[src/rtl/fetch_pkg.sv]
// Shared fetch-stage types and constants: FSM encoding, word step, and the
// instruction field positions also used by the control-unit decode macros.
package fetch_pkg;

  localparam int          INST_W     = 32;
  localparam logic [31:0] PC_STEP    = 32'd4;
  localparam logic [31:0] ALIGN_MASK = 32'hFFFF_FFFC;

  localparam int OPCODE_MSB = 31;
  localparam int OPCODE_LSB = 26;
  localparam int FUNC_MSB   = 5;
  localparam int FUNC_LSB   = 0;

  typedef enum logic [1:0] {
    IDLE,
    REQ,
    FLUSH
  } fetch_state_t;

  // Instruction addresses are word aligned; low two bits are dropped.
  function automatic logic [31:0] align_word(input logic [31:0] addr);
    return addr & ALIGN_MASK;
  endfunction

endpackage

[src/rtl/inst_skid_buffer.sv]
// One-entry {inst, pc} holding register that catches a fetched word when the
// output slot is occupied by a stalled instruction.
module inst_skid_buffer
  import fetch_pkg::*;
(
  input  logic              clk,
  input  logic              rst_b,
  input  logic              load,
  input  logic              unload,
  input  logic              flush,
  input  logic [INST_W-1:0] load_inst,
  input  logic [31:0]       load_pc,
  output logic              skid_valid,
  output logic [INST_W-1:0] skid_inst,
  output logic [31:0]       skid_pc
);

  // NOTE: sequential state uses <= so every register samples pre-edge values.
  always_ff @(posedge clk or negedge rst_b) begin
    if (!rst_b) begin
      skid_valid <= 1'b0;
    end else if (flush) begin
      skid_valid <= 1'b0;
    end else if (load) begin
      skid_valid <= 1'b1;
    end else if (unload) begin
      skid_valid <= 1'b0;
    end
  end

  // NOTE: the data registers are reset too, so a stray unload after reset
  // can never expose X into the decode path.
  always_ff @(posedge clk or negedge rst_b) begin
    if (!rst_b) begin
      skid_inst <= '0;
      skid_pc   <= '0;
    end else if (load) begin
      skid_inst <= load_inst;
      skid_pc   <= load_pc;
    end
  end

endmodule

[src/rtl/instruction_fetch.sv]
// MIPS fetch stage: owns the PC, runs the imem req/ready handshake, and
// presents one instruction at a time with a one-entry skid for back-pressure.
module instruction_fetch
  import fetch_pkg::*;
#(
  parameter logic [31:0] RESET_PC = 32'h0000_0000
) (
  input  logic              clk,
  input  logic              rst_b,
  output logic              imem_req,
  output logic [31:0]       imem_addr,
  input  logic              imem_ready,
  input  logic [INST_W-1:0] imem_rdata,
  input  logic              stall,
  input  logic              redirect,
  input  logic [31:0]       redirect_pc,
  output logic              inst_valid,
  output logic [INST_W-1:0] inst,
  output logic [31:0]       inst_pc,
  output logic [5:0]        opcode,
  output logic [5:0]        func
);

  fetch_state_t      state, state_nxt;
  logic [31:0]       pc, pc_nxt;
  logic [31:0]       pend_pc, pend_pc_nxt;
  logic [31:0]       target;
  logic              consume;
  logic              word_accept;
  logic              to_slot;
  logic              skid_load;
  logic              skid_unload;
  logic              skid_valid;
  logic [INST_W-1:0] skid_inst;
  logic [31:0]       skid_pc;

  assign target  = align_word(redirect_pc);
  assign consume = inst_valid && !stall;
  assign to_slot = (!inst_valid || consume) && !skid_valid;

  // Address depends only on registered state: no path from stall/redirect.
  assign imem_addr = pc;

  // NOTE: every signal driven here is defaulted first, so no latch can form.
  always_comb begin
    state_nxt   = state;
    pc_nxt      = pc;
    pend_pc_nxt = pend_pc;
    imem_req    = 1'b0;
    word_accept = 1'b0;
    case (state)
      IDLE: begin
        if (redirect) begin
          pc_nxt    = target;
          state_nxt = REQ;
        end else if (!skid_valid) begin
          state_nxt = REQ;
        end
      end
      REQ: begin
        imem_req = 1'b1;
        if (imem_ready) begin
          if (redirect) begin
            pc_nxt = target;
          end else begin
            pc_nxt      = pc + PC_STEP;
            word_accept = 1'b1;
            if (!to_slot) state_nxt = IDLE;
          end
        end else if (redirect) begin
          pend_pc_nxt = target;
          state_nxt   = FLUSH;
        end
      end
      FLUSH: begin
        // The stale request must complete at its original address.
        imem_req = 1'b1;
        if (imem_ready) begin
          pc_nxt    = redirect ? target : pend_pc;
          state_nxt = REQ;
        end else if (redirect) begin
          pend_pc_nxt = target;
        end
      end
      default: state_nxt = IDLE;
    endcase
  end

  always_ff @(posedge clk or negedge rst_b) begin
    if (!rst_b) begin
      state   <= IDLE;
      pc      <= align_word(RESET_PC);
      pend_pc <= '0;
    end else begin
      state   <= state_nxt;
      pc      <= pc_nxt;
      pend_pc <= pend_pc_nxt;
    end
  end

  assign skid_load   = word_accept && !to_slot;
  assign skid_unload = consume && skid_valid;

  inst_skid_buffer u_skid (
    .clk        (clk),
    .rst_b      (rst_b),
    .load       (skid_load),
    .unload     (skid_unload),
    .flush      (redirect),
    .load_inst  (imem_rdata),
    .load_pc    (pc),
    .skid_valid (skid_valid),
    .skid_inst  (skid_inst),
    .skid_pc    (skid_pc)
  );

  // Redirect beats everything; a skid entry is older than any new word.
  always_ff @(posedge clk or negedge rst_b) begin
    if (!rst_b) begin
      inst_valid <= 1'b0;
      inst       <= '0;
      inst_pc    <= '0;
    end else if (redirect) begin
      inst_valid <= 1'b0;
    end else if (consume && skid_valid) begin
      inst_valid <= 1'b1;
      inst       <= skid_inst;
      inst_pc    <= skid_pc;
    end else if (word_accept && to_slot) begin
      inst_valid <= 1'b1;
      inst       <= imem_rdata;
      inst_pc    <= pc;
    end else if (consume) begin
      inst_valid <= 1'b0;
    end
  end

  assign opcode = inst[OPCODE_MSB:OPCODE_LSB];
  assign func   = inst[FUNC_MSB:FUNC_LSB];

endmodule

[config.mk]
export PLATFORM = sky130hd
export DESIGN_NAME = instruction_fetch
export DESIGN_NICKNAME = d
export VERILOG_FILES = /design/src/rtl/fetch_pkg.sv /design/src/rtl/inst_skid_buffer.sv /design/src/rtl/instruction_fetch.sv
export SDC_FILE = /design/constraint.sdc
export NUM_CORES = 1
export LEC_CHECK = 0
export CELL_PAD_IN_SITES_DETAIL_PLACEMENT = 1
export CELL_PAD_IN_SITES_GLOBAL_PLACEMENT = 2
export CORE_MARGIN = 2
export CORE_UTILIZATION = 32
export CTS_BUF_LIST = sky130_fd_sc_hd__clkbuf_8
export DETAILED_ROUTE_END_ITERATION = 6
export PLACE_DENSITY = 0.84
export REMOVE_ABC_BUFFERS = 1
export SYNTH_ARGS = -nofsm -noshare
export SYNTH_HDL_FRONTEND = slang
export SYNTH_SLANG_ARGS = --single-unit
[constraint.sdc]
create_clock -name clk -period 3.01 [get_ports clk]
set_clock_uncertainty 0.05 [all_clocks]
set_input_delay 0.602 -clock clk [delete_from_list [all_inputs] [get_ports clk]]
set_output_delay 0.602 -clock clk [all_outputs]
set_load 0.01 [all_outputs]
# == After elaboration in Yosys (flattened, before gate mapping) ==
# Cells that the tools add are included.
# totals
reg_bits,196
inputBits,69
out_inout_bits,110
word_cells,70
# classes
n_addsub,1
n_eq_ne,9
n_mux,29
n_bitwise,2
reduce_logical,20
# op_table
operator,n
$mux 32,9
$pmux 32 s3,1
$add 32x3->32 const B,1
$mux 2,7
$ne 3x3->1 const B,4
$mux 1,11
$ne 2x2->1 const B,3
$pmux 2 s3,1
$reduce_bool 3->1,2
$logic_and 1x1->1,5
$reduce_and 5->1,1
$logic_not 1->1,4
$reduce_and 2->1,2
$reduce_and 4->1,1
$reduce_bool 4->1,1
$eq 2x1->1 const B,1
$eq 2x2->1 const B,1
$logic_not 2->1,1
$not 1->1,2
$reduce_bool 2->1,1
$reduce_or 2->1,1
$logic_or 1x1->1,1

# == Logic depth before layout (Yosys ltp) ==
# logic_depth
word_depth,8
mapped_depth,11
mapped_depth_nobuf,7

# == Modules after synthesis ==
# Synthesis repeated with hierarchy kept, for this count alone.
# hier_totals
hier_cells,913
area_unflattened_um2,9462.8
# by_module_without_submodules
module,n_inst,cells_each,area_per_inst_um2
instruction_fetch,1,774,6844.1
inst_skid_buffer,1,139,2618.8

# == Least setup slack after synthesis ==
# Ideal clock, no wire load.
# synth_timing
path_type,register to register
startpoint,register state[1]
endpoint,register pc[9] (netlist: imem_addr[9])
t_arrival_ns,1.957
path_slack_ns,0.878
path_stages_with_launch,11
period_less_slack_ns,2.132
path_cell_list,dfrtp_1 -> inv_1 -> ha_1 -> buf_6 -> or2_1 -> buf_2 -> a221o_1 -> clkbuf_8 -> a221o_1 -> a31oi_1 -> a21oi_1
# synth_between
elab_chain_len,3
elab_cells_between_ends,9
classes_between,eq/ne: 5; mux: 1; reduce/logical: 3
# synth_lines
element,line_no,text
"start, declared",instruction_fetch.sv:24,"fetch_state_t state, state_nxt;"
"start signal, assigned",instruction_fetch.sv:95,state <= state_nxt;
"$eq 2x1->1, or another cell as far along",instruction_fetch.sv:51,case (state)
$ne 2x2->1 (no source line) or $reduce_bool 3->1 (tied branches),n/a,
$reduce_and 4->1 (no source line),n/a,
"end signal, assigned",instruction_fetch.sv:92,pc <= align_word(RESET_PC);
"end signal, assigned",instruction_fetch.sv:96,pc <= pc_nxt;
"end, declared",instruction_fetch.sv:25,"logic [31:0] pc, pc_nxt;"
# Several ways; a longest one is shown, not always the timed one.
# A chain may end at the register's enable or synchronous reset.

# == Worst setup path after layout ==
# layout_timing
startpoint,register state[1]
endpoint,output imem_req
# layout_between
elab_chain_len,3
elab_cells_between_ends,4
classes_between,eq/ne: 2; mux: 1; reduce/logical: 1
# layout_lines
element,line_no,text
$eq 2x2->1 or $eq 2x1->1 (tied branches),instruction_fetch.sv:51,
$reduce_or 2->1 (no source line) *,n/a,
$mux 1 *,instruction_fetch.sv:51,
"end, declared",instruction_fetch.sv:10,"output logic imem_req,"
# Every way passes the cells marked *; elsewhere a longest branch is shown, timed or not.

==> impl_results.md <==
- PnR Total Power: 11.4 mW
- Syn avg cell area: 10.9 um2
- Antenna diodes: 0
- Final Wtd Congestion: 0.777
- Synth cell types: 67
- Static leakage: 5.64 nW
- # setup viols final: 0
- Inst Count DP: 1406
- Drt pass-1 iters: 4
- First-pass GRT wire length: 43100 um
- Die ar.: 0.0313 mm2
- CTS Buf Count: 17
- Worst-Margin Slew: 0.715 ns
- IO buf count: 176
- Worst skew pair latency: 0.48 ns
- CP peak stage delay: 0.57 ns
- Antenna violations before repair: 1
- Iter 0 DRT Violations: 383
- CTS tree: done
- WP depth: 3
- Synthesized area: 0.00956 mm2
- R2r worst-path depth: 8
- Grt ovf: 0
- I/O pin count: 179
- Family with the most delay on the worst path: buffers and inverters
- DRC viols: 0
- Share of cells above drive strength 1: 16.6%
- Drt wl/cell: 18.8 um
- Root Buffer: clkbuf_8
- Core Footprint: 0.0296 mm2
- Final hold violation count: 0
- Required time worst endpoint: 2.36 ns
- Crit path arrival time: 1.89 ns
- WP buf/inv: 2
- Vias: 7322
- Non-Filler Instances: 1438
- H-tree levels: 4
- Most frequent cells in the layout: dfrtp_1 (196), clkdlybuf4s50_1 (175), o21ai_0 (138)
- Minimum clock period: 2.55 ns
- Vias in the first global route: 7682
- Cells after Synth: 879
- Critical path endpoint category: output pin
- Vias/cell: 5.09
- Post-CTS sizing: 0
- Setup TNS Final: 0 ns
- Sequential cell area fraction in the yosys report: 51.3%
- Async SR Flop Fraction: 100%
- Post-synth EDFFs: 0
- Initial core utilization: 32.3%
- Unrepaired setup endpoints after global routing: false
- Max Root-Sink Buffers: 2
- Num rows: 63
- Max VDD drop: 0.352 mV
- Die X: 177 um
- Die Ht: 177 um
- CP Cell Sequence: inv_1 -> ha_1 -> clkdlybuf4s50_1
- MaxCap Viol Count: 0
- Post-CTS Setup Inserts: 0
- Crit Path Category: flip-flop to output pin
- Final WL: 27100 um
- Status: complete, no violations
- CTS Hold Bufs: 0
- Achievable frequency: 393 MHz
- Critical Path Fanout Max: 3
- Worst min path class: primary input to async pin
- Slew headroom: 52.3%
- Gr usage total: 17.7%
- Top FF cell, synth: dfrtp_1
- # clock sinks: 196
- Worst Setup Start Kind: flip-flop
- Final Cycle Share: 84.6%
- NumNets Final: 1109
- Hpwl dp: 18500 um
- Yosys reg bits: 196
- Max-slew violation count: 0
- Worst-path clk slew: 0.11 ns
- Area growth from synthesis to layout: 27.0%
- Largest net degree at the start of global routing: 129
- Power Density: 938 mW/mm2
- Slowest cell on crit path: clkdlybuf4s50_1
- Most common cell after layout, fill and taps aside: dfrtp_1
- Antenna-violating nets left: 0
- Yosys warns: 0
-- power by group --
group / leakage [nW] / internal, mW / switching, mW / total [mW]
Sequential: 2.50 / 3.72 / 0.889 / 4.61
Clock: 0.183 / 0.674 / 1.03 / 1.70
Combinational: 2.96 / 2.60 / 2.48 / 5.08
-- worst register-to-register path, cell delays in order (launching register included) --
cell and delay, ns:
dfrtp_1 0.39, inv_1 0.09, ha_1 0.21, or2_1 0.37, a221o_1 0.60, buf_12 0.27, nor3_1 0.18, mux2i_1 0.09
o211ai_1 0.08
-- per-layer routing --
layer	track usage, %	share of wire (%)	vias to the layer above	routed length, um
met2	29.5	48	150	12900
met1	23.8	46	3685	12600
li1	-	-	3464	-
met5	0	0.055	-	15
met4	3.79	1.1	2	295
met3	3.63	4.6	21	1240
-- area by class of cell --
| cell class | instances | area, um2 |
|---|---|---|
| repair buffers | 212 | 2150 |
| inverters | 18 | 67.6 |
| flip-flops and latches | 196 | 4900 |
| multi-input cells | 590 | 4160 |
| clock inverters | 15 | 141 |
| clock buffers | 17 | 234 |
| well taps | 390 | 488 |
| fillers | 3211 | 17400 |
-- sequential cells by signal, indices dropped and copies added (netlist names) --
| name | flops |
|---|---|
| u_skid.skid_pc | 32 |
| state | 2 |
| inst | 32 |
| u_skid.skid_inst | 32 |
| imem_addr | 32 |
| u_skid.skid_valid | 1 |
| inst_valid | 1 |
| pend_pc | 32 |
| inst_pc | 32 |
-- cells by family after synthesis --
| family | count (synthesis) | synth area share [%] |
|---|---|---|
| flip-flops | 196 | 51.3 |
| AND/OR/NAND/NOR | 195 | 10.0 |
| adder cells (fa/ha/maj) | 5 | 0.654 |
| XOR/XNOR | 3 | 0.275 |
| AO/OA/AOI/OAI | 232 | 14.9 |
| multiplexers | 155 | 17.4 |
| buffers and inverters | 93 | 5.44 |
-- final timing paths --
path                                       from  slack (ns)                          endpoint
max                        state[1]$_DFFE_PN0P_        0.46                          imem_req
min in group clk           inst[10]$_DFFE_PN0P_        0.44              inst[10]$_DFFE_PN0P_
min                                       rst_b        0.08  u_skid.skid_inst[18]$_DFFE_PN0P_
max reg2reg                state[0]$_DFFE_PN0P_        0.61         imem_addr[31]$_DFFE_PN0P_
max in group asynchronous                 rst_b        2.01              inst[28]$_DFFE_PN0P_
min reg2reg                inst[10]$_DFFE_PN0P_        0.44              inst[10]$_DFFE_PN0P_
-- synth_stat cells, types with 3 or more instances --
| library cell | number | area, um2 |
|---|---|---|
| nor2_1 | 31 | 116 |
| a21oi_1 | 9 | 45.0 |
| a32oi_1 | 5 | 43.8 |
| ha_1 | 5 | 62.6 |
| buf_2 | 16 | 80.1 |
| nand2_1 | 101 | 379 |
| a22oi_1 | 5 | 37.5 |
| buf_4 | 15 | 113 |
| and3_1 | 4 | 25.0 |
| a31oi_1 | 20 | 125 |
| inv_1 | 18 | 67.6 |
| a211oi_1 | 3 | 22.5 |
| mux2_2 | 87 | 980 |
| o211ai_1 | 3 | 22.5 |
| a22o_1 | 9 | 78.8 |
| o21ai_0 | 138 | 691 |
| and2_1 | 7 | 43.8 |
| dfrtp_1 | 196 | 4900 |
| nand3_1 | 13 | 65.1 |
| o31ai_1 | 3 | 22.5 |
| a221o_1 | 4 | 40.0 |
| clkbuf_1 | 34 | 128 |
| nor4_4 | 3 | 63.8 |
| a21o_1 | 3 | 22.5 |
| nand4_1 | 7 | 43.8 |
| a221oi_1 | 9 | 78.8 |
| mux2i_1 | 68 | 681 |
| nor3_1 | 7 | 35.0 |
| o31a_1 | 3 | 26.3 |
-- stage by stage --
step / util, % / area [um2] / worst slack, ns / hold WS [ns]
final: 41.1 / 12100 / 0.464 / 0.0822
after global routing: 41.1 / 12100 / 0.344 / 0.0815
after CTS: 41.1 / 12100 / 0.404 / 0.0825
after detailed placement: 39.8 / 11800 / 0.312 / 0.419
after global placement: 39.8 / 11800 / 0.345 / 0.410
after floorplan: - / 9110 / -0.243 / 0.256
(Power assumes the default switching activity.)
